**config.mk**
```make
export PLATFORM = sky130hd
export DESIGN_NAME = mem_dma
export DESIGN_NICKNAME = d
export VERILOG_FILES = /design/src/rtl/mem_dma.sv
export SDC_FILE = /design/constraint.sdc
export NUM_CORES = 1
export LEC_CHECK = 0
export ABC_AREA = 1
export BUFFER_PORTS_ARGS = -buffer_cell sky130_fd_sc_hd__buf_4
export CAP_MARGIN = 30
export CORE_UTILIZATION = 30
export CTS_BUF_LIST = sky130_fd_sc_hd__clkbuf_4
export CTS_CLUSTER_DIAMETER = 150
export DETAILED_ROUTE_END_ITERATION = 6
export PLACE_DENSITY = 0.58
export RECOVER_POWER = 25
export SLEW_MARGIN = 15
export SYNTH_ARGS = -nofsm -noshare
export SYNTH_HDL_FRONTEND = slang
export SYNTH_SLANG_ARGS = --single-unit
```
**constraint.sdc**
```tcl
create_clock -name clk -period 2.02 [get_ports clk]
set_input_delay 0.101 -clock clk [delete_from_list [all_inputs] [get_ports clk]]
set_output_delay 0.101 -clock clk [all_outputs]
set_load 0.02 [all_outputs]
```
**src/rtl/mem_dma.sv**
```systemverilog
// mem_dma: block copy/fill engine mastering a single-port synchronous RAM
module mem_dma #(
  parameter int WIDTH = 8,
  parameter int ADDR_SIZE = 10
) (
  input  logic                 clk,
  input  logic                 reset,
  input  logic                 start,
  input  logic                 mode,
  input  logic [ADDR_SIZE-1:0] src,
  input  logic [ADDR_SIZE-1:0] dst,
  input  logic [ADDR_SIZE:0]   len,
  input  logic [WIDTH-1:0]     fill_val,
  output logic                 busy,
  output logic                 done,
  output logic                 m_cs,
  output logic                 m_wen,
  output logic [ADDR_SIZE-1:0] m_addr,
  output logic [WIDTH-1:0]     m_din,
  input  logic [WIDTH-1:0]     m_dout
);
  typedef enum logic [1:0] {IDLE, RD, WR, DONE} state_t;
  state_t               state;
  logic [ADDR_SIZE-1:0] src_ptr, dst_ptr;
  logic [ADDR_SIZE:0]   count;
  logic                 mode_r;
  logic [WIDTH-1:0]     fill_r;
  // Sequencer: latch operands at start, then alternate RD/WR (copy) or stream WR (fill)
  always_ff @(posedge clk) begin
    if (reset) begin
      state   <= IDLE;
      src_ptr <= '0;
      dst_ptr <= '0;
      count   <= '0;
      mode_r  <= 1'b0;
      fill_r  <= '0;
    end else begin
      case (state)
        IDLE: if (start) begin
          mode_r  <= mode;
          fill_r  <= fill_val;
          src_ptr <= src;
          dst_ptr <= dst;
          count   <= len;
          state   <= (len == '0) ? DONE : (mode ? WR : RD);
        end
        RD: state <= WR;
        WR: begin
          src_ptr <= src_ptr + ADDR_SIZE'(1);
          dst_ptr <= dst_ptr + ADDR_SIZE'(1);
          count   <= count - (ADDR_SIZE+1)'(1);
          state   <= (count == (ADDR_SIZE+1)'(1)) ? DONE : (mode_r ? WR : RD);
        end
        DONE: state <= IDLE;
        default: state <= IDLE;
      endcase
    end
  end
  // Memory port decodes from registered state only; copy data comes straight from the RAM's registered output
  always_comb begin
    busy   = state != IDLE;
    done   = state == DONE;
    m_cs   = (state == RD) || (state == WR);
    m_wen  = state == WR;
    m_addr = (state == RD) ? src_ptr : (state == WR) ? dst_ptr : '0;
    m_din  = (state == WR) ? (mode_r ? fill_r : m_dout) : '0;
  end
endmodule

```
==> results of run 1 <==
==> cell families (layout without fill, tap and decap cells) <==
logic type / after synthesis / in the layout / share of synthesized area
fa+ha+maj: 8 / 8 / 0.0360
flops: 42 / 42 / 0.302
compound gates: 119 / 119 / 0.240
simple gates: 212 / 212 / 0.314
buf+inv: 67 / 140 / 0.108
==> state kept, by name, summed over array words and instances, names as in the netlist <==
register / flops
state: 2
dst_ptr: 10
src_ptr: 10
mode_r: 1
count: 11
fill_r: 8
==> worst max-delay path: cells and delay by family, from the launching register on <==
family / cells / cell delay [ns]
compound gates: 3 / 0.68
fa+ha+maj: 1 / 0.30
buf+inv: 2 / 0.30
flops: 1 / 0.39
simple gates: 1 / 0.07
==> path summary, 6_finish.rpt <==
path,from,to,slack (ns),cells after the start
setup / recovery,state[0],count[2],0.17,7
hold reg to reg,count[9],count[9],0.47,2
setup reg to reg,state[0],count[2],0.17,7
hold / removal,fill_val[6],fill_r[6],0.01,3
==> through the flow <==
stage | setup TNS [ns] | util
2_1_floorplan | 0 | -
3_3_place_gp | 0 | 0.386
3_5_place_dp | 0 | 0.386
4_1_cts | 0 | 0.400
5_1_grt | -0.116 | 0.401
6_report | 0 | 0.401
==> cells in the mapped netlist, types with 3 or more instances <==
cell / count
buf_2: 5
o21ai_1: 20
a31oi_1: 6
clkbuf_1: 10
a21oi_1: 37
nand2_1: 97
dfxtp_1: 42
ha_1: 8
o211ai_1: 4
nor3_1: 3
buf_6: 5
nand3_1: 22
inv_1: 42
or2_2: 4
nor2_1: 78
a211oi_2: 4
o21ai_0: 39
==> layer usage <==
metal,share of wire,track usage,routed length (um),vias to the layer above
met5,0,0,0,-
met4,0.015,0.0528,122,0
met3,0.054,0.0293,433,10
met2,0.48,0.287,3870,79
met1,0.45,0.214,3660,1363
li1,-,-,-,1607
==> timing repair <==
action                                 CTS  global route
hold buffers                             7             0
setup endpoints to repair                0            10
endpoints found under the hold margin    7             0
==> layout by cell type, fill, tap and decap left out, types with 2 or more instances in the layout <==
cell type      count
inv_1             42
clkbuf_4           7
nor2_1            79
nand3b_1           2
clkbuf_1           3
o211ai_1           4
nand4_1            2
o21ai_2            2
nand2_1           97
nor3_1             3
o21ai_0           39
a31oi_1            6
a211oi_2           4
buf_12             2
dfxtp_1           42
nand3_1           22
o21bai_1           2
or2_2              4
clkinv_1           2
dlygate4sd3_1      7
buf_4             74
a21oi_1           37
o21ai_1           20
ha_1               7
==> cell type report <==
class,instances,area share
clock buffers,7,0.0148
inverters,46,0.0501
multi-input cells,339,0.462
flip-flops and latches,42,0.237
well taps,108,0.0381
repair buffers,87,0.198
==> power groups by stage <==
stage	Sequential, W	Clock (W)	Combinational [W]
final	0.00105	0.000427	0.000971
after global routing	0.00107	0.000492	0.00109
after floorplan	0.00104	0	0.000686
after CTS	0.00105	0.000449	0.000971
after global placement	0.00107	0	0.000945
after detailed placement	0.00107	0	0.000957
==> summary.md, run 1 <==
| Metric | Value |
|---|---|
| Drc violations | `0` |
| Critical Path End Type | `flip-flop` |
| Wire per inst | `12.9 um` |
| Dpl hpwl | `5.74 mm` |
| PD cells | `691 nW/um2` |
| Worst VDD drop | `0.000239 V` |
| Syn. warnings | `0` |
| Cell taking the most area after synthesis | `dfxtp_1` |
| Die H | `98.3 um` |
| Max cap viols | `0` |
| Max incr delay on CP | `0.54 ns` |
| EDFF count, synth | `0` |
| Gr ovfl total | `0` |
| Syn_area_per_cell | `6.21 um2` |
| Area occupied by multi-input gates | `1640 um2` |
| Global-route wire length before repair | `13.2 mm` |
| Pin count of the biggest net entering global routing | `57` |
| Power share of the clock group | `0.174` |
| Die area | `9660 um2` |
| WS Path Type | `flip-flop to flip-flop` |
| Dpl cells | `614` |
| Internal Pwr Total | `0.00149 W` |
| Share of flip-flops with an asynchronous set or reset | `0` |
| Clock skew | `0.0116 ns` |
| Status | `finished clean` |
| Clk sinks | `42` |
| GPL Wtd Cong | `0.822` |
| Largest cells by area after synthesis | `dfxtp_1, nand2_1, nor2_1` |
| HP Class | `input pin to flip-flop` |
| Tot GR Track Use | `0.168` |
| Initial antenna violation count | `0` |
| Root buffer cell | `clkbuf_4` |
| Area Growth Syn to Fin | `27.6%` |
| Post-CTS sizing | `0` |
| Core area | `8850 um2` |
| Yosys top cell area share | `0.302` |
| Share of cells above drive strength 1 | `0.192` |
| Antenna viol nets, final | `0` |
| Slowest cell on crit path | `o21ai_2` |
| Post-CTS Setup Inserts | `0` |
| Switching share of total power | `0.392` |
| Row count | `34` |
| Seq pwr share | `0.430` |
| Design Area, Final | `3550 um2` |
| Pins over their slew limit | `0` |
| Placed Area | `3420 um2` |
| Final worst-path cycle share | `0.914` |
| Post-placement setup slack | `0.181 ns` |
| Worst Max-Slew Pin Slew | `0.600 ns` |
| Post-DR vias/cell | `4.86` |
| Layout Nets | `580` |
| Clk Latency, worst-skew pair | `0.35 ns` |
| Synth unique cells | `33` |
| Mapped Nets | `507` |
| Die W | `98.3 um` |
| DR iter-0 viols | `113` |
| Max FO, Critical Path | `18` |
| # IOs | `73` |
| Non-Filler Instances | `629` |
| Switch Pwr | `0.000961 W` |
| Worst path cell trace | `inv_1 > ha_1 > o21ai_2 > buf_12 > o21ai_0 > nand2_1 > a21oi_1` |
| Sequential cell area | `841 um2` |
| Final hold vios | `0` |
| Unrepaired setup endpoints after global routing | `true` |
| Fin crit period | `1.85 ns` |
| Critical path data required time | `2.26 ns` |
| Final Hold Slack | `0.0148 ns` |
| Vias | `3059` |
| Tot Pwr | `0.00245 W` |
| CTS clk-pin slew, worst paths | `0.12 ns` |
| Kind of start point of the critical path | `flip-flop` |
| First-pass iteration count of the detailed router | `7` |
| Ys flop type | `dfxtp_1` |
| Cell count after synthesis | `448` |
| Diode count | `0` |
| FF+latch count, synth | `42` |
| PnR worst setup slack | `0.175 ns` |
| Worst EP arrival | `2.08 ns` |
| Leak pwr | `1.62 nW` |
| Total Wirelength | `8.09 mm` |
| Cell area after synthesis | `2780 um2` |
| Initial Util | `0.314` |
| Clk buf depth | `2` |
| PortBufs | `72` |
| Max Fclk | `542 MHz` |
| Slew HR | `0.600` |
| CTS tree | `yes` |
| Vias in the first global route | `2880` |
| Htree depth | `2` |
| # setup viols final | `0` |
| Logic pwr share | `0.396` |
| Filler cell count | `943` |
| CTS buffer count | `5` |
| Register area share after synthesis | `0.302` |
Note: power is estimated with default switching activity, not from simulation.
==> run 2, diff against run 1 <==
--- a/config.mk
+++ b/config.mk
@@ -9,10 +9,13 @@
 export BUFFER_PORTS_ARGS = -buffer_cell sky130_fd_sc_hd__buf_4
 export CAP_MARGIN = 30
+export CELL_PAD_IN_SITES_DETAIL_PLACEMENT = 1
+export CELL_PAD_IN_SITES_GLOBAL_PLACEMENT = 1
 export CORE_UTILIZATION = 30
 export CTS_BUF_LIST = sky130_fd_sc_hd__clkbuf_4
 export CTS_CLUSTER_DIAMETER = 150
 export DETAILED_ROUTE_END_ITERATION = 6
-export PLACE_DENSITY = 0.58
+export PLACE_DENSITY = 0.77
 export RECOVER_POWER = 25
+export SKIP_LAST_GASP = 1
 export SLEW_MARGIN = 15
 export SYNTH_ARGS = -nofsm -noshare
==> constraint.sdc (replaced) <==
create_clock -name clk -period 2.02 [get_ports clk]
set_input_delay 0.202 -clock clk [delete_from_list [all_inputs] [get_ports clk]]
set_output_delay 0.202 -clock clk [all_outputs]
set_load 0.02 [all_outputs]
==> run 2 against run 1 <==
Against the previous run: sequential cell count unchanged; worst hold slack better by 0.063 ns; combinational power up 2.6%; core utilization down 0.24 points; clock skew down 0.0051 ns; sequential share of layout area up 0.18 points; via count up 1.9%; sequential power about the same; wire length up 11%; total power up 1.6%; clock-buffer cell count down 1; global-route usage up 2.4 points; largest power group unchanged.
==> summary.md, run 2 (same netlist as run 1, synthesis figures left out) <==
| Metric | Value |
|---|---|
| Kind of start point of the critical path | `flip-flop (unchanged)` |
| Max cap viols | `0 (unchanged)` |
| Placed Area | `3450 um2 (was 3420 um2)` |
| Initial Util | `0.314 (unchanged)` |
| Antenna viol nets, final | `0 (unchanged)` |
| # setup viols final | `0 (unchanged)` |
| Post-CTS sizing | `0 (unchanged)` |
| Diode count | `0 (unchanged)` |
| Clock skew | `0.00650 ns (was 0.0116 ns)` |
| Worst Max-Slew Pin Slew | `0.445 ns (was 0.600 ns)` |
| Drc violations | `0 (unchanged)` |
| Die area | `9660 um2 (unchanged)` |
| Non-Filler Instances | `628 (was 629)` |
| Critical Path End Type | `flip-flop (unchanged)` |
| Share of cells above drive strength 1 | `0.204 (was 0.192)` |
| Unrepaired setup endpoints after global routing | `true (unchanged)` |
| Design Area, Final | `3530 um2 (was 3550 um2)` |
| HP Class | `input pin to flip-flop (unchanged)` |
| Critical path data required time | `2.30 ns (was 2.26 ns)` |
| GPL Wtd Cong | `0.852 (was 0.822)` |
| CP Buf/Inv Count | `3 (was 2)` |
| Tot GR Track Use | `0.191 (was 0.168)` |
| Worst VDD drop | `0.000186 V (was 0.000239 V)` |
| Max incr delay on CP | `0.40 ns (was 0.54 ns)` |
| Root buffer cell | `clkbuf_4 (unchanged)` |
| Status | `finished clean (unchanged)` |
| Clk Latency, worst-skew pair | `0.37 ns (was 0.35 ns)` |
| Critical path's top delay family | `simple AND/OR/NAND/NOR gates (was compound AO/OA/AOI/OAI gates)` |
| PortBufs | `72 (unchanged)` |
| Area Growth Syn to Fin | `26.8% (was 27.6%)` |
| Max FO, Critical Path | `27 (was 18)` |
| Slew HR | `0.702 (was 0.600)` |
| Leak pwr | `1.62 nW (about the same)` |
| Pins over their slew limit | `0 (unchanged)` |
| Final core occ | `0.399 (was 0.401)` |
| Gr ovfl total | `0 (unchanged)` |
| Post-DR vias/cell | `4.96 (was 4.86)` |
| Die H | `98.3 um (unchanged)` |
| Final hold vios | `0 (unchanged)` |
| Vias | `3118 (was 3059)` |
| CTS clk-pin slew, worst paths | `0.13 ns (was 0.12 ns)` |
| Final worst-path cycle share | `0.942 (was 0.914)` |
| Commonest non-fill, non-tap cell in the layout | `nand2_1 (unchanged)` |
| Die W | `98.3 um (unchanged)` |
| # IOs | `73 (unchanged)` |
| WS Path Type | `flip-flop to flip-flop (unchanged)` |
| Worst EP arrival | `2.19 ns (was 2.08 ns)` |
| Fin crit period | `1.90 ns (was 1.85 ns)` |
| TNS Setup | `0 ns (unchanged)` |
| PD cells | `706 nW/um2 (was 691 nW/um2)` |
| Dpl cells | `619 (was 614)` |
| Vias in the first global route | `3173 (was 2880)` |
| Max Fclk | `525 MHz (was 542 MHz)` |
| Wire per inst | `14.3 um (was 12.9 um)` |
| Htree depth | `2 (unchanged)` |
| Pin count of the biggest net entering global routing | `47 (was 57)` |
| Total Wirelength | `9.00 mm (was 8.09 mm)` |
| Post-CTS Setup Inserts | `0 (unchanged)` |
| Clk sinks | `42 (unchanged)` |
| Clk buf depth | `2 (unchanged)` |
| Dpl hpwl | `6.71 mm (was 5.74 mm)` |
| First-pass iteration count of the detailed router | `6 (was 7)` |
| Worst path cell trace | `inv_1 > ha_1 > buf_4 > nor2_1 > nor2_8 > a21oi_1 > o211ai_1 > o211ai_1 > inv_1 (was inv_1 > ha_1 > o21ai_2 > buf_12 > o21ai_0 > nand2_1 > a21oi_1)` |
| Hold Buf Count CTS | `0 (was 7)` |
| Biggest regs | `count: 11 flops, dst_ptr: 10 flops, src_ptr: 10 flops (unchanged)` |
| Tot Pwr | `0.00249 W (was 0.00245 W)` |
| Reg with most FFs | `count (unchanged)` |
| Layout Nets | `578 (was 580)` |
| Row count | `34 (unchanged)` |
| CTS tree | `yes (unchanged)` |
| Global-route wire length before repair | `15.0 mm (was 13.2 mm)` |
| Initial antenna violation count | `0 (unchanged)` |
| Largest register FFs | `11 (unchanged)` |
| Reg-to-reg setup timing slack | `0.12 ns (was 0.17 ns)` |
| DR iter-0 viols | `71 (was 113)` |
| CTS buffer count | `5 (unchanged)` |
| Core area | `8850 um2 (unchanged)` |
| Slowest cell on crit path | `dfxtp_1 (was o21ai_2)` |
| Commonest cells after routing, fill and taps aside | `nand2_1, nor2_1, buf_4 (unchanged)` |
-- run 2: worst paths after layout --
| path | from | endpoint | cells past startpoint |
|---|---|---|---|
| max | state[0] | dst_ptr[5] | 9 |
| min | fill_val[7] | fill_r[7] | 3 |
| min reg2reg | count[9] | count[9] | 2 |
| max reg2reg | state[0] | dst_ptr[5] | 9 |
-- run 2: final cells by class --
type | count | area (um2)
Clock inverter | 2 | 8.76
Tap cell | 108 | 135
Fill cell | 1189 | 5320
Multi-Input combinational cell | 339 | 1650
Sequential cell | 42 | 842
Inverter | 46 | 178
Clock buffer | 6 | 45.0
Timing Repair Buffer | 85 | 673
-- run 2: where the power goes --
| part | total, W | switching, W | internal (W) |
|---|---|---|---|
| clock network | 0.000440 | 0.000295 | 0.000145 |
| registers | 0.00105 | 0.000110 | 0.000945 |
| logic | 0.000996 | 0.000601 | 0.000395 |
| total | 0.00249 | 0.00101 | 0.00148 |
-- run 2: through the flow --
stage,hold WS (ns),worst slack [ns]
3_3_place_gp,0.454,0.290
6_report,0.0780,0.116
2_1_floorplan,0.349,0.157
3_5_place_dp,0.463,0.203
4_1_cts,0.0678,0.0241
5_1_grt,0.0618,-0.0305
-- run 2: routing by layer --
metal  vias to the layer above  share of wire  GRT usage  wire length [um]
met2                        42           0.49      0.335              4440
li1                       1604              -          -                 -
met3                        13          0.026     0.0301               232
met4                         0          0.016     0.0608               146
met5                         -              0          0                 0
met1                      1459           0.46      0.239              4180
-- run 2: worst register-to-register path: stages (launching register included) --
cell	delay, ns
dfxtp_1	0.40
inv_1	0.10
ha_1	0.23
buf_4	0.16
nor2_1	0.37
nor2_8	0.17
a21oi_1	0.16
o211ai_1	0.10
o211ai_1	0.09
inv_1	0.05
==> run 3, diff against run 2 <==
CELL_PAD_IN_SITES_GLOBAL_PLACEMENT = 2   (was 1)
CORE_UTILIZATION = 28   (was 30)
PLACE_DENSITY = 0.9   (was 0.77)
SLEW_MARGIN = 30   (was 15)
==> run 3 against run 2 <==
Against the previous run: first-iteration DRC count increased by 52%; total power grew 7.7%; highest routed layer unchanged; sequential cell count unchanged; worst setup slack worse by 0.030 ns; critical path type is now flip-flop to output pin; fmax decreased by 1.6%; clock power up 35%; core utilization decreased by 2.7 points; sequential power about the same.
==> summary.md, run 3 (same netlist as run 1, synthesis figures left out) <==
| Metric | Value |
|---|---|
| Status | `finished clean (unchanged)` |
| Initial Util | `0.287 (was 0.314)` |
| Post-CTS Setup Inserts | `0 (unchanged)` |
| Area Growth Syn to Fin | `29.2% (was 26.8%)` |
| # setup viols final | `0 (unchanged)` |
| CP Launch Point | `state[0] (unchanged)` |
| Final hold vios | `0 (unchanged)` |
| Die H | `102 um (was 98.3 um)` |
| Largest register FFs | `11 (unchanged)` |
| Commonest cells after routing, fill and taps aside | `nand2_1, nor2_1, buf_4 (unchanged)` |
| Pin count of the biggest net entering global routing | `37 (was 47)` |
| Tot GR Track Use | `0.190 (was 0.191)` |
| Share of cells above drive strength 1 | `0.204 (unchanged)` |
| Vias in the first global route | `3158 (was 3173)` |
| Layout Nets | `578 (unchanged)` |
| Dpl hpwl | `6.66 mm (was 6.71 mm)` |
| Kind of start point of the critical path | `flip-flop (unchanged)` |
| Antenna viol nets, final | `0 (unchanged)` |
| Clk Latency, worst-skew pair | `0.37 ns (about the same)` |
| First-pass iteration count of the detailed router | `4 (was 6)` |
| # IOs | `73 (unchanged)` |
| Filler cell count | `1264 (was 1189)` |
| Critical path's top delay family | `buffers and inverters (was simple AND/OR/NAND/NOR gates)` |
| Post-placement setup slack | `0.110 ns (was 0.203 ns)` |
| Reg-to-Reg Start | `state[0] (unchanged)` |
| Die area | `10300 um2 (was 9660 um2)` |
| Final core occ | `0.371 (was 0.399)` |
| Placed Area | `3480 um2 (was 3450 um2)` |
| Max FO, Critical Path | `28 (was 27)` |
| Fin crit period | `1.93 ns (was 1.90 ns)` |
| Initial antenna violation count | `0 (unchanged)` |
| Worst Max-Slew Pin Slew | `0.578 ns (was 0.445 ns)` |
| Critical Path End Type | `output pin (was flip-flop)` |
| Clk buf depth | `2 (unchanged)` |
| GPL Wtd Cong | `0.810 (was 0.852)` |
| CP Buf/Inv Count | `3 (unchanged)` |
| Drc violations | `0 (unchanged)` |
| Max cap viols | `0 (unchanged)` |
| Diode count | `0 (unchanged)` |
| Max incr delay on CP | `0.36 ns (was 0.40 ns)` |
| Core area | `9680 um2 (was 8850 um2)` |
| Root buffer cell | `clkbuf_4 (unchanged)` |
| Unrepaired setup endpoints after global routing | `true (unchanged)` |
| CTS clk-pin slew, worst paths | `0.13 ns (about the same)` |
| HP Class | `input pin to flip-flop (unchanged)` |
| Htree depth | `2 (unchanged)` |
| Row count | `36 (was 34)` |
| Reg with most FFs | `count (unchanged)` |
| Reg-to-reg setup timing slack | `0.15 ns (was 0.12 ns)` |
| Worst VDD drop | `0.000275 V (was 0.000186 V)` |
| PnR worst setup slack | `0.0858 ns (was 0.116 ns)` |
| Wire per inst | `14.7 um (was 14.3 um)` |
| Slowest cell on crit path | `dfxtp_1 (unchanged)` |
| DR iter-0 viols | `108 (was 71)` |
| Clk sinks | `42 (unchanged)` |
| Biggest regs | `count: 11 flops, dst_ptr: 10 flops, src_ptr: 10 flops (unchanged)` |
| PortBufs | `72 (unchanged)` |
| Gr ovfl total | `0 (unchanged)` |
| Vias | `3145 (was 3118)` |
| Die W | `102 um (was 98.3 um)` |
| WS Path Type | `flip-flop to output pin (was flip-flop to flip-flop)` |
| Max Fclk | `517 MHz (was 525 MHz)` |
| FF-to-FF End | `src_ptr[7] (was dst_ptr[5])` |
| Design Area, Final | `3600 um2 (was 3530 um2)` |
| Critical path data required time | `1.82 ns (was 2.30 ns)` |
| Crit path to | `m_addr[5] (was dst_ptr[5])` |
| CTS tree | `yes (unchanged)` |
| PD cells | `746 nW/um2 (was 706 nW/um2)` |
| Commonest non-fill, non-tap cell in the layout | `nand2_1 (unchanged)` |
| Worst path cell trace | `inv_1 > ha_2 > buf_12 > nand2_1 > o21ai_1 > buf_4 (was inv_1 > ha_1 > buf_4 > nor2_1 > nor2_8 > a21oi_1 > o211ai_1 > o211ai_1 > inv_1)` |
| CTS buffer count | `5 (unchanged)` |
| Leak pwr | `1.64 nW (was 1.62 nW)` |
| Cells on worst reg2reg path | `8 (was 9)` |
| Global-route wire length before repair | `15.5 mm (was 15.0 mm)` |
| TNS Setup | `0 ns (unchanged)` |
| Worst EP arrival | `1.73 ns (was 2.19 ns)` |
| Post-DR vias/cell | `4.82 (was 4.96)` |
| Slew HR | `0.615 (was 0.702)` |
| Clock skew | `0.0121 ns (was 0.00650 ns)` |
| Pins over their slew limit | `0 (unchanged)` |
| Final worst-path cycle share | `0.958 (was 0.942)` |
| Total Wirelength | `9.58 mm (was 9.00 mm)` |
| Crit. path cell count | `6 (was 9)` |
| Final Hold Slack | `0.0819 ns (was 0.0780 ns)` |
==> run 3: layout make-up <==
cell class | count | area [um2] | share of cell area
clock inverters | 1 | 30.0 | 0.00835
repair buffers | 84 | 673 | 0.187
clock buffers | 7 | 52.6 | 0.0146
inverters | 46 | 178 | 0.0494
well taps | 133 | 166 | 0.0463
multi-input cells | 340 | 1660 | 0.460
flip-flops and latches | 42 | 841 | 0.234
==> run 3: per-stage QoR <==
stage | power, W | cells
final | 0.00268 | 653
after global routing | 0.00288 | 653
after CTS | 0.00270 | 652
after detailed placement | 0.00207 | 643
after global placement | 0.00204 | 643
after floorplan | 0.00172 | 448
==> run 3: worst min path at each step <==
stage	slack [ns]	to	cells after the start	start
3_3_place_gp	0.45	src_ptr[0]	3	src[0]
3_5_place_dp	0.46	count[9]	2	count[9]
2_1_floorplan	0.35	src_ptr[0]	2	src[0]
6_report	0.08	src_ptr[0]	3	src[0]
4_1_cts	0.08	fill_r[3]	3	fill_val[3]
5_1_grt	0.09	fill_r[3]	3	fill_val[3]
==> run 3: worst min-delay path: cells and delay by family <==
| family | cells | cell delay [ns] |
|---|---|---|
| buffers and inverters | 1 | 0.08 |
| AOI/OAI and AO/OA | 1 | 0.06 |
| and+or+nand+nor | 1 | 0.07 |
==> run 3: metal layers <==
metal  routed length (um)  vias to the layer above  track usage  share of wire
li1                     -                     1604            -              -
met1                 4710                     1463        0.257           0.49
met2                 4280                       70        0.317           0.45
met3                  493                        8       0.0338          0.051
met4                   96                        0       0.0368          0.010
met5                    0                        -            0              0
==> run 3: report_power, final <==
part           internal, W  switching, W  leakage (nW)
Combinational     0.000403      0.000632          1.24
Sequential        0.000945      0.000108         0.347
Clock             0.000290      0.000306        0.0463
Total              0.00164       0.00105          1.64
==> run 3: timing repair <==
item / 4_1_cts / 5_1_grt
endpoints found under the setup margin: 2 / 6
pin swaps: 0 / 1
gates resized for setup: 1 / 2
cloned: 1 / 1
hold buffers: 0 / 0
